--- src/rtl/fwd_sel_gen.sv ---
// fwd_sel_gen: forwarding-select and load-use stall generator.
// Keeps a shadow of the destination registers of the instructions in EX and MEM.
// It produces registered 2-bit operand-mux selects for the instruction in EX:
//   00 = register file, 01 = EX/MEM result, 10 = MEM/WB result.
// It also raises a combinational one-cycle stall on a load-use hazard.
// The WB-stage result is not tracked. The register file writes before it reads,
// so an instruction that follows its producer by three or more slots reads the
// correct value with select 00.
// Optional feature: define FWD_STATS_EN to add the fwd_count and stall_count counters.
module fwd_sel_gen #(
    parameter int REG_AW = 5
) (
    input  logic              clk,
    input  logic              rst,
    input  logic              id_valid,
    input  logic [REG_AW-1:0] id_rs1,
    input  logic [REG_AW-1:0] id_rs2,
    input  logic [REG_AW-1:0] id_rd,
    input  logic              id_regwrite,
    input  logic              id_memread,
    input  logic              flush,
    output logic              stall,
    output logic [1:0]        fwd_a_sel,
    output logic [1:0]        fwd_b_sel
`ifdef FWD_STATS_EN
    ,
    output logic [31:0]       fwd_count,
    output logic [31:0]       stall_count
`endif
);

    logic              ex_valid;
    logic [REG_AW-1:0] ex_rd;
    logic              ex_regwrite;
    logic              ex_memread;
    logic              mem_valid;
    logic [REG_AW-1:0] mem_rd;
    logic              mem_regwrite;

    logic              ex_hit_a;
    logic              ex_hit_b;
    logic              mem_hit_a;
    logic              mem_hit_b;
    logic              bubble;
    logic [1:0]        next_a;
    logic [1:0]        next_b;

    // Decide which older in-flight instruction, if any, produces each ID source register.
    always_comb begin
        ex_hit_a  = ex_valid  & ex_regwrite  & (ex_rd  != '0) & (ex_rd  == id_rs1);
        ex_hit_b  = ex_valid  & ex_regwrite  & (ex_rd  != '0) & (ex_rd  == id_rs2);
        mem_hit_a = mem_valid & mem_regwrite & (mem_rd != '0) & (mem_rd == id_rs1);
        mem_hit_b = mem_valid & mem_regwrite & (mem_rd != '0) & (mem_rd == id_rs2);
    end

    // Stall when a load in EX feeds the ID instruction. A flush takes priority and suppresses the stall.
    always_comb begin
        stall  = id_valid & ~flush & ex_memread & (ex_hit_a | ex_hit_b);
        bubble = stall | flush | ~id_valid;
    end

    // Pick the select values to load for the instruction entering EX. The nearer producer (EX) wins.
    always_comb begin
        next_a = 2'b00;
        next_b = 2'b00;
        if (!bubble) begin
            if (ex_hit_a)       next_a = 2'b01;
            else if (mem_hit_a) next_a = 2'b10;
            if (ex_hit_b)       next_b = 2'b01;
            else if (mem_hit_b) next_b = 2'b10;
        end
    end

    // Advance the destination shadow one stage per clock. A stall or flush inserts a bubble into EX.
    always_ff @(posedge clk) begin
        if (rst) begin
            ex_valid     <= 1'b0;
            ex_rd        <= '0;
            ex_regwrite  <= 1'b0;
            ex_memread   <= 1'b0;
            mem_valid    <= 1'b0;
            mem_rd       <= '0;
            mem_regwrite <= 1'b0;
        end else begin
            mem_valid    <= ex_valid;
            mem_rd       <= ex_rd;
            mem_regwrite <= ex_regwrite;
            if (stall || flush) begin
                ex_valid    <= 1'b0;
                ex_rd       <= '0;
                ex_regwrite <= 1'b0;
                ex_memread  <= 1'b0;
            end else begin
                ex_valid    <= id_valid;
                ex_rd       <= id_rd;
                ex_regwrite <= id_regwrite;
                ex_memread  <= id_memread;
            end
        end
    end

    // Register the selects so that they line up with the instruction now in EX.
    always_ff @(posedge clk) begin
        if (rst) begin
            fwd_a_sel <= 2'b00;
            fwd_b_sel <= 2'b00;
        end else begin
            fwd_a_sel <= next_a;
            fwd_b_sel <= next_b;
        end
    end

`ifdef FWD_STATS_EN
    logic [31:0] fwd_inc;

    // Count how many of the two selects being loaded are nonzero (0, 1 or 2).
    always_comb begin
        fwd_inc = 32'(next_a != 2'b00) + 32'(next_b != 2'b00);
    end

    // Accumulate forwarded operands and stall cycles. Both counters wrap naturally at 2^32.
    always_ff @(posedge clk) begin
        if (rst) begin
            fwd_count   <= '0;
            stall_count <= '0;
        end else begin
            fwd_count   <= fwd_count + fwd_inc;
            stall_count <= stall_count + 32'(stall);
        end
    end
`endif

endmodule

--- config.mk ---
export PLATFORM = sky130hd
export DESIGN_NAME = fwd_sel_gen
export DESIGN_NICKNAME = d
export VERILOG_FILES = /design/src/rtl/fwd_sel_gen.sv
export SDC_FILE = /design/constraint.sdc
export NUM_CORES = 1
export LEC_CHECK = 0
export ABC_AREA = 0
export BUFFER_PORTS_ARGS = -buffer_cell sky130_fd_sc_hd__buf_2
export CORE_UTILIZATION = 51
export CTS_BUF_LIST = sky130_fd_sc_hd__clkbuf_4
export DETAILED_ROUTE_END_ITERATION = 10
export GPL_ROUTABILITY_DRIVEN = 1
export GPL_TIMING_DRIVEN = 0
export PLACE_DENSITY = 0.82
export RECOVER_POWER = 50
export SLEW_MARGIN = 25
export SYNTH_ARGS = -nofsm -noshare
export SYNTH_HDL_FRONTEND = slang
export SYNTH_SLANG_ARGS = --single-unit
export TNS_END_PERCENT = 10
--- constraint.sdc ---
create_clock -name clk -period 1.75 [get_ports clk]
set_input_delay 0.35 -clock clk [delete_from_list [all_inputs] [get_ports clk]]
set_output_delay 0.35 -clock clk [all_outputs]
set_load 0.05 [all_outputs]
Word-level counts from Yosys, hierarchy flattened
Index checks and enable logic that the tools add are counted.
{"block": "word_totals", "reg_bits": 19, "latchBits": 0, "ramBits": 0, "romBits": 0, "in_bits": 21, "out_inout_bits": 5, "wordCells": 42, "mem_count": 0}
{"block": "op_classes", "n_addsub": 0, "n_mul": 0, "div": 0, "order_cmp": 0, "eq_ne": 4, "n_shift": 0, "n_mux": 4, "n_bitwise": 16, "reduce_logical": 7}
{"op": "== test 5 bit", "count": 4}
{"op": "bitwise AND 1 bit", "count": 11}
{"op": "nonzero test 5 bit", "count": 2}
{"op": "OR reduction 3 bit", "count": 2}
{"op": "two-way mux 2 bit", "count": 2}
{"op": "OR reduction 2 bit", "count": 2}
{"op": "OR 1 bit", "count": 3}
{"op": "two-way mux 1 bit", "count": 2}
{"op": "inverter 1 bit", "count": 2}
{"op": "logical OR 1 bit", "count": 1}

Logic depth before layout (Yosys ltp)
{"block": "logic_depth", "depth_word": 8, "mapped_depth": 5, "depth_no_buf": 5}

Worst setup path before layout
OpenSTA, ideal clock, no wires.
{"block": "synth_timing", "kind": "register -> output", "from": "reg ex_rd[2]", "to": "out stall", "arrival_ns": 1.870, "slack_ns": -0.470, "path_stages_with_launch": 6, "path_buffers": 0, "cell_sequence": "dfxtp_1 -> xnor2_1 -> nand3_1 -> nor3_1 -> o2111ai_2 -> nor2_1"}
{"block": "synth_between", "elab_chain_cells": 5, "elab_cells_between_ends": 8, "classes_between": "eq/ne (2); bitwise (5); reduce/logical (1)"}
{"item": "from (decl)", "line_no": "33", "rtl": "logic [REG_AW-1:0] ex_rd;"}
{"item": "from (signal assigned)", "line_no": "95", "rtl": "ex_rd <= id_rd;"}
{"item": "nonzero test 5 bit", "line_no": "50, 51"}
{"item": "bitwise AND 1 bit", "line_no": "50, 51"}
{"item": "bitwise AND 1 bit, on equally long branches", "line_no": "50, 51"}
{"item": "OR 1 bit *", "line_no": "58", "rtl": "stall = id_valid & ~flush & ex_memread & (ex_hit_a | ex_hit_b);"}
{"item": "bitwise AND 1 bit *", "line_no": "58"}
{"item": "to (decl)", "line_no": "22", "rtl": "output logic stall,"}
Every way passes the cells marked *; elsewhere a longest branch is shown, timed or not.

Worst setup path in the final report
{"block": "layout_timing", "from": "reg ex_rd[1]", "to": "out stall"}
The elaborated chain is that of the path after synthesis.

==> flow_metrics.env <==
export IMPL_async_flop_share_pct=0
export IMPL_cts_tree="done"
export IMPL_dp_cells=121
export IMPL_tightest_slew_ps=396
export IMPL_outcome="complete, but fails checks"
export IMPL_synth_cells=80
export IMPL_min_period_ps=2090
export IMPL_grt_remaining_overflow=0
export IMPL_clk_pin_slew_worst_paths_ps=100
export IMPL_finalWorstSetupSlack_ps=-335
export IMPL_grt_antenna_before_repair=0
export IMPL_n_antenna_cell=0
export IMPL_violations="setup timing"
export IMPL_syn_area_um2=818
export IMPL_clock_fmax_mhz=480
export IMPL_dieHeight_um=42.1
export IMPL_grt_max_degree=11
export IMPL_synth_edf_count=0
export IMPL_synth_area_top_cells="dfxtp_1 (46%), xnor2_1 (12%), xor2_1 (9.6%)"
export IMPL_io_buffers=25
export IMPL_synth_top_area_share_pct=46.5
export IMPL_clkSinkCount=19
export IMPL_cts_hold_fix_buffers=0
export IMPL_grt_pass1_vias=664
export IMPL_areaGrowthSynthToFinish_pct=33.6
export IMPL_dp_hpwl_um=1320
export IMPL_clockRootBuffer="clkbuf_4"
export IMPL_gp_congestion=0.793
export IMPL_p_clk_share_pct=29.3
export IMPL_power_leakage_nw=0.503
export IMPL_drv_cap=0
export IMPL_slew_headroom_pct=73.5
export IMPL_seq_area_frac_synth_pct=46.5
export IMPL_arrival_ps=1740
export IMPL_vias=709
export IMPL_grt_use_total_pct=21.7
export IMPL_netlist_top_cells_count="dfxtp_1 (19), xnor2_1 (11), xor2_1 (9), and3_1 (7), nor2_1 (4)"
export IMPL_end_kind="output pin"
export IMPL_fill_cells=115
export IMPL_dieWidth_um=42.1
export IMPL_rows=14
export IMPL_layoutNonFillerInstCount=128
export IMPL_drt_total_wl_um=1700
export IMPL_synth_ff_type="dfxtp_1"
export IMPL_ys_warnings_count=0
export IMPL_drc=0
export IMPL_synthDistinctLibCells=23
export IMPL_drive_gt1_share_pct=42.9
export IMPL_syn_num_nets=101
export IMPL_synth_top_cell_by_area="dfxtp_1"
export IMPL_hp_class="primary input to flop"
export IMPL_core_region_area_um2=1510
export IMPL_period_share_pct=119
export IMPL_setup_viol_count_final=1
export IMPL_pwr_share_seq_pct=57.8
export IMPL_drv_slew=0
export IMPL_syn_mean_instance_area_um2=10.2
export IMPL_ioPinCount=26
export IMPL_required_ps=1400
export IMPL_first_iter_violations=5
export IMPL_powerDensity_nw_per_um2=724
export IMPL_initial_utilization_pct=54.3
export IMPL_cts_buffers=3
export IMPL_die_area_um2=1770
export IMPL_vias_per_cell=5.54
export IMPL_p_switching_w=0.000191
export IMPL_wl_per_cell_um=13.3
export IMPL_nNetsFinal=134
export IMPL_path_class="flop to output pin"
export IMPL_ys_seq_elements=19
export IMPL_internal_power_w=0.000600
export IMPL_switching_share_pct=24.1
export IMPL_final_util_pct=72.6
export IMPL_path_max_fanout=4
export IMPL_clock_latency_ps=300
export IMPL_post_synth_top_count_cell="dfxtp_1"
export IMPL_htreeDepth=1
export IMPL_final_antenna_net_count=0
export IMPL_combPwrFrac_pct=12.9
export IMPL_clock_skew_ps=2.83
export IMPL_hold_viol=0
export IMPL_first_pass_iters=4
export IMPL_ir_worst_vdd_mv=0.494
export IMPL_critPathLaunchType="flop"
export IMPL_grt_pass1_wl_um=2770
export IMPL_clk_path_buf_depth=2
export IMPL_rsz0062_at_grt="yes"
[area by class of cell]
cell class / count / area (um^2) / area share (%)
multi-input combinational: 60 / 495 / 45.3
inverter: 1 / 3.75 / 0.343
clock buffer: 4 / 30.0 / 2.75
tap: 16 / 20.0 / 1.83
sequential: 19 / 390 / 35.7
timing repair buffer: 28 / 154 / 14.1
[layout by cell type, fill, tap and decap left out, types with 2 or more instances in the layout]
cell type / count
nor2_1: 3
xor2_1: 9
nor4_1: 2
dfxtp_1: 15
and2b_1: 3
nor3_4: 2
dfxtp_4: 2
buf_4: 3
and3_1: 7
dfxtp_2: 2
xnor2_1: 10
nand3_1: 3
and3_2: 2
buf_2: 24
nand2_1: 2
nor2b_1: 3
clkbuf_4: 4
a21oi_1: 2
[power groups by stage]
stage | sequential [W] | combinational [W] | clock (W)
5_1_grt | 0.000459 | 0.000111 | 0.000259
4_1_cts | 0.000456 | 0.0000965 | 0.000240
3_5_place_dp | 0.000467 | 0.0000904 | 0
6_report | 0.000457 | 0.000102 | 0.000232
3_3_place_gp | 0.000466 | 0.0000867 | 0
2_1_floorplan | 0.000463 | 0.0000509 | 0
[stage by stage]
stage / TNS, ps / power [W] / setup WS [ps] / hold slack [ps] / cell area, um^2
after global placement: -352 / 0.000553 / -281 / 463 / 981
final: -335 / 0.000791 / -335 / 264 / 1090
after floorplan: 0 / 0.000514 / 5.53 / 422 / 836
after detailed placement: -421 / 0.000557 / -321 / 467 / 981
after CTS: -378 / 0.000793 / -378 / 256 / 1070
after global routing: -417 / 0.000829 / -417 / 254 / 1090
[sequential cells by signal (all words and copies together), names as in the netlist]
signal,flops
fwd_b_sel,2
mem_regwrite,1
ex_valid,1
fwd_a_sel,2
ex_rd,5
ex_memread,1
mem_rd,5
ex_regwrite,1
mem_valid,1
[per-layer routing]
layer,GRT usage [%],vias to the layer above,wire length (um)
met3,8.19,4,97
met4,13.8,0,40
met5,0,-,0
met2,38.1,25,918
met1,21.1,335,642
li1,-,345,-
[logic make-up (layout without fill, tap and decap cells)]
logic type,after synthesis,after routing,synth area share [%]
buf+inv,1,33,0.458
simple gates,32,32,22.9
xor+xnor,20,20,21.4
compound gates,8,8,8.72
flops,19,19,46.5
[critical path, stage by stage (launching register included)]
cell and delay [ps]:
dfxtp_2 360, or4_4 550, o211ai_4 180, inv_2 70
o2111ai_4 80, nor2_4 40, buf_6 150
[repair_timing]
| item | 4_1_cts | 5_1_grt |
|---|---|---|
| pin swaps | 4 | 4 |
| buffers inserted | 3 | 0 |
| gates resized for setup | 8 | 6 |
| cloned | 0 | 0 |
| endpoints found under the setup margin | 1 | 3 |
[final timing paths]
path	startpoint	end	slack [ps]	cells after the start
setup / recovery	ex_rd[1]$_SDFF_PP0_	stall	-340	6
hold / removal	id_rd[0]	ex_rd[0]$_SDFF_PP0_	260	2
setup reg to reg	ex_rd[1]$_SDFF_PP0_	ex_regwrite$_SDFF_PP0_	120	6
hold reg to reg	ex_valid$_SDFF_PP0_	mem_valid$_SDFF_PP0_	510	1
Power figures use the tool's default switching activity.
